## config.mk

```make
export PLATFORM = sky130hd
export DESIGN_NAME = alu_mul_sequencer
export DESIGN_NICKNAME = d
export VERILOG_FILES = /design/src/rtl/alu_mul_sequencer.sv
export SDC_FILE = /design/constraint.sdc
export NUM_CORES = 1
export LEC_CHECK = 0
export ABC_AREA = 1
export CAP_MARGIN = 20
export CORE_AREA = 5 5 117 174
export DETAILED_ROUTE_END_ITERATION = 8
export DIE_AREA = 0 0 122 179
export GPL_TIMING_DRIVEN = 0
export PLACE_DENSITY = 0.59
export REMOVE_ABC_BUFFERS = 1
export SYNTH_ARGS = -nofsm -noshare
export SYNTH_HDL_FRONTEND = slang
export SYNTH_SLANG_ARGS = --single-unit
```

## constraint.sdc

```tcl
create_clock -name clk -period 2.4 [get_ports clk]
set_input_delay 0.36 -clock clk [delete_from_list [all_inputs] [get_ports clk]]
set_output_delay 0.36 -clock clk [all_outputs]
set_load 0.005 [all_outputs]
```

## src/rtl/alu_mul_sequencer.sv

```systemverilog
// alu_mul_sequencer: iterative shift-and-add multiplier controller producing the low XLEN bits
// of op_a * op_b (RV32M MUL). It borrows the execute-stage ALU for the accumulate step: it
// raises alu_req, drives alu_a/alu_b with ADD, and consumes alu_res on cycles where
// alu_grant is high. Shifting of the multiplicand and multiplier is done locally.
//
// Ports:
//   clk, reset           clock, synchronous active-high reset
//   start, op_a, op_b    request and operands, accepted only while ready=1
//   ready                high in IDLE only
//   done, result, ack    result valid (held until ack), product, consumer acknowledge
//   alu_req, alu_grant   ALU request / grant handshake with the pipeline
//   alu_a, alu_b         ALU operands (prod and mcand while running, zero otherwise)
//   alu_op, alu_mod      ALU operation select, fixed to ADD / 0
//   alu_res              combinational ALU result
module alu_mul_sequencer #(
  parameter int unsigned XLEN       = 32,
  parameter bit          EARLY_EXIT = 1'b1
) (
  input  logic            clk,
  input  logic            reset,
  input  logic            start,
  input  logic [XLEN-1:0] op_a,
  input  logic [XLEN-1:0] op_b,
  output logic            ready,
  output logic            done,
  input  logic            ack,
  output logic [XLEN-1:0] result,
  output logic            alu_req,
  input  logic            alu_grant,
  output logic [XLEN-1:0] alu_a,
  output logic [XLEN-1:0] alu_b,
  output logic [2:0]      alu_op,
  output logic            alu_mod,
  input  logic [XLEN-1:0] alu_res
);

  localparam int unsigned    CntW    = $clog2(XLEN);
  localparam logic [CntW-1:0] CntLast = CntW'(XLEN - 1);
  localparam logic [2:0]     AluAdd  = 3'd0;

  typedef enum logic [1:0] {StIdle, StRun, StDone} state_e;

  state_e            state_q, state_d;
  logic [XLEN-1:0]   prod_q, prod_d;
  logic [XLEN-1:0]   mcand_q, mcand_d;
  logic [XLEN-1:0]   mplier_q, mplier_d;
  logic [CntW-1:0]   cnt_q, cnt_d;
  logic [XLEN-1:0]   result_q, result_d;

  always_comb begin
    state_d  = state_q;
    prod_d   = prod_q;
    mcand_d  = mcand_q;
    mplier_d = mplier_q;
    cnt_d    = cnt_q;
    result_d = result_q;
    unique case (state_q)
      StIdle: begin
        if (start) begin
          prod_d   = '0;
          mcand_d  = op_a;
          mplier_d = op_b;
          cnt_d    = '0;
          if (EARLY_EXIT && (op_b == '0)) begin
            state_d  = StDone;
            result_d = '0;
          end else begin
            state_d = StRun;
          end
        end
      end
      StRun: begin
        // Without a grant every register holds, so stalls never disturb the product.
        if (alu_grant) begin
          if (mplier_q[0]) prod_d = alu_res;
          mcand_d  = mcand_q << 1;
          mplier_d = mplier_q >> 1;
          cnt_d    = cnt_q + 1'b1;
          if ((cnt_q == CntLast) || (EARLY_EXIT && (mplier_d == '0))) begin
            state_d  = StDone;
            result_d = prod_d;
          end
        end
      end
      StDone: begin
        // A start arriving together with ack is deliberately dropped: ready is low here.
        if (ack) state_d = StIdle;
      end
      default: state_d = StIdle;
    endcase
  end

  always_ff @(posedge clk) begin
    if (reset) begin
      state_q  <= StIdle;
      prod_q   <= '0;
      mcand_q  <= '0;
      mplier_q <= '0;
      cnt_q    <= '0;
      result_q <= '0;
    end else begin
      state_q  <= state_d;
      prod_q   <= prod_d;
      mcand_q  <= mcand_d;
      mplier_q <= mplier_d;
      cnt_q    <= cnt_d;
      result_q <= result_d;
    end
  end

  always_comb begin
    ready   = (state_q == StIdle);
    done    = (state_q == StDone);
    alu_req = (state_q == StRun);
    alu_a   = alu_req ? prod_q  : '0;
    alu_b   = alu_req ? mcand_q : '0;
    alu_op  = AluAdd;
    alu_mod = 1'b0;
    result  = result_q;
  end

endmodule

```

==> results by group <==
Min path
  • Hold Startpoint: mcand_q[0]
  • Hold WC Path Type: reg2reg

Timing
  • Final setup viols: 0
  • Minimum clock period: approximately 2300 ps
  • Max_slew headroom: 0.4359
  • Max Fclk: 436.6 MHz
  • Pins Over Slew Limit: 0
  • Setup TNS: 0 ps
  • Measured slew at the worst slew-check pin: between 800 and 900 ps
  • Fin Clk Skew: just over 10 ps
  • Fin crit share: 0.9543
  • Fin. Hold Viols: 0

Final layout
  • NumNets Final: between 1000 and 1500
  • Fillers: around 1900
  • Fraction of layout cells with a size suffix above 1: 0.05291
  • Post-layout util: 0.5040
  • Area Overhead vs Synth: 46.32%
  • FF/Latch Area: about 2700 um^2
  • Ant diodes: 0
  • Final Non-Filler Cells: around 1400
  • Area of the multi-input gates: around 3000 um^2
  • Fin area: between 9000 and 10000 um^2

Routing
  • 1st-iter DRT viols: 412
  • Via-per-instance ratio: ~4.7
  • WL per Instance: around 14 um
  • Drt first pass iters: 4
  • Remaining antenna violation count after routing: 0
  • DR vias: about 6600
  • WL final: 20140 um
  • Drt drc: 0

Synth
  • Main synth FF type: dfxtp_1
  • Synth area leader: dfxtp_1
  • Synth Instances: around 980
  • Distinct cell type count after synthesis: 29
  • Main area contributors after synthesis: dfxtp_1 (42%), nand2_1 (13%), nor2_1 (11%), o21ai_0 (6.3%), inv_1 (6.2%)
  • Ys Warns: 0
  • Seq/Total Area, Yosys: 0.4230
  • Number of synthesized flops with an enable pin: 0
  • Avg Cell Area, Syn: between 6 and 7 um^2
  • Mapped cell area: around 6400 um^2
  • Top cell type's share of synthesized area: 0.4230
  • Async SR Flop Fraction: 0
  • Synthesized flop and latch total: 135

Clock tree
  • Clock sinks: 135
  • Clock H-tree levels: 4
  • Max clock buf depth: 2
  • CTS tree: built
  • CTS Buf Count: 17
  • Root Driver: clkbuf_16
  • Clock Latency Late Sink: ~420 ps
  • Clock transition at path regs: around 60 ps

Pwr
  • Final Power: approximately 8 mW
  • Clock Power Share: 0.334
  • NetSw: 2.692 mW
  • Logic pwr share: 0.318
  • PwrDens: slightly below 900 nW/um^2
  • Max VDD drop: approximately 0.35 mV
  • Lkg Pwr: between 3 and 4 nW
  • Sw Ratio: 0.3265
  • Flop pwr share: 0.349
  • P_int: 5.552 mW

Placement
  • Dpl cells: around 1400
  • Placed cell area: between 8000 and 9000 um^2
  • Detail Placement HPWL: 12890 um
  • Routability cong.: slightly below 0.8
  • Input/output buffers: 199

Setup path
  • Kind of end point of the critical path: output pin
  • CP Class: reg2out
  • Critical path arrival: around 1900 ps
  • RR Startpoint: state_q[1]
  • Critical Path Fanout Max: 16
  • Critical Path RT: 2040 ps
  • R2R setup slack: 190 ps
  • Worst Setup SP: state_q[1]
  • Startpoint class of the critical path: flip-flop

Run
  • Max_cap viols: 0

Global route
  • GRT overflow: 0
  • All-Layer GR Usage: 0.1871
  • Vias in the first global route: ~6400
  • Initial antenna violation count: 0
  • Largest net degree at the start of global routing: 72
  • First-pass GRT wire length: ~32000 um

Floorplanning
  • CORE AREA: ~19000 um^2
  • Die X: approximately 120 um
  • Die area: between 20000 and 25000 um^2
  • Initial Util: 0.3445
  • Row count: 61
  • I/O pins: 204
  • Die height: 179 um

Outcome
  • Status: completed
[synth_stat cells (7+ instances only)]
library cell,count
nand2_1,215
nor2_1,194
dfxtp_1,135
inv_1,105
o21ai_0,80
a21oi_1,63
a31oi_1,51
clkbuf_1,34
o21ai_1,25
buf_2,24
a211oi_1,16
buf_4,7
[sequential cells by signal, summed over array words and instances, names as in the netlist]
name	cells
prod_q	32
mcand_q	32
result	32
cnt_q	5
state_q	2
mplier_q	32
[worst max-delay path, cell delays in order, from the launching register on]
cell and delay [ps]:
dfxtp_2 400, clkinv_4 120, nand2_8 160, bufbuf_16 330
nor2_1 50, clkdlybuf4s50_1 450
[cells by family after synthesis]
logic type	Yosys count	synth area share
other cells	1	0.0005870
simple gates	416	0.2474
flops	135	0.4230
compound gates	240	0.2068
xor+xnor	1	0.001371
fa+ha+maj	2	0.003916
buf+inv	180	0.1169
[through the flow]
stage          setup WS (ps)  hold slack, ps
6_report               109.8           463.7
5_1_grt               -7.701           493.0
4_1_cts                16.22           463.5
3_5_place_dp          -696.0           455.6
3_3_place_gp           -5968           451.4
2_1_floorplan          -2876           429.1
[cell type report]
type | instances | area share
Multi-Input combinational cell | 665 | 0.3216
Sequential cell | 135 | 0.2897
Timing Repair Buffer | 212 | 0.2409
Clock buffer | 19 | 0.04738
Inverter | 109 | 0.04671
Tap cell | 252 | 0.03373
Clock inverter | 12 | 0.01901
Timing Repair inverter | 1 | 0.0009370
[final timing paths]
check	endpoint	depth (start not counted)
setup / recovery	alu_a[27]	5
hold / removal	mcand_q[0]	2
setup reg to reg	result[10]	11
hold reg to reg	mcand_q[0]	2
[what timing repair did]
action | 4_1_cts | 5_1_grt
hold buffers | 0 | 0
buffers inserted | 3 | 0
endpoints found under the setup margin | 177 | 40
cloned | 5 | 0
gates resized for setup | 11 | 2
pin swaps | 1 | 0
[metal layers]
layer  vias to the layer above  wire length (um)  global-route usage  share of wire
met1                      3017              8447              0.2181           0.42
met2                       145             10600              0.3413           0.53
met4                         0               163             0.04766         0.0081
met3                        12               930             0.04514          0.046
li1                       3433                 -                   -              -
met5                         -                 0                   0              0
[cell usage in the layout, fill, tap and decap left out, drive strengths merged, types with 16 or more instances in the layout]
| cell | n |
|---|---|
| a31oi | 51 |
| o21ai | 106 |
| nor2 | 196 |
| nand2 | 218 |
| a211oi | 16 |
| dfxtp | 135 |
| clkdlybuf4s50 | 199 |
| a21oi | 63 |
| clkbuf | 19 |
| inv | 108 |
[power by group through the flow]
stage / sequential, mW / clock, mW / combinational, mW
4_1_cts: 2.87 / 2.84 / 2.67
2_1_floorplan: 2.87 / 0 / 1.40
3_3_place_gp: 2.90 / 0 / 2.45
3_5_place_dp: 2.91 / 0 / 2.52
6_report: 2.87 / 2.75 / 2.62
5_1_grt: 2.93 / 2.93 / 2.97
Note: power is estimated with default switching activity, not from simulation.
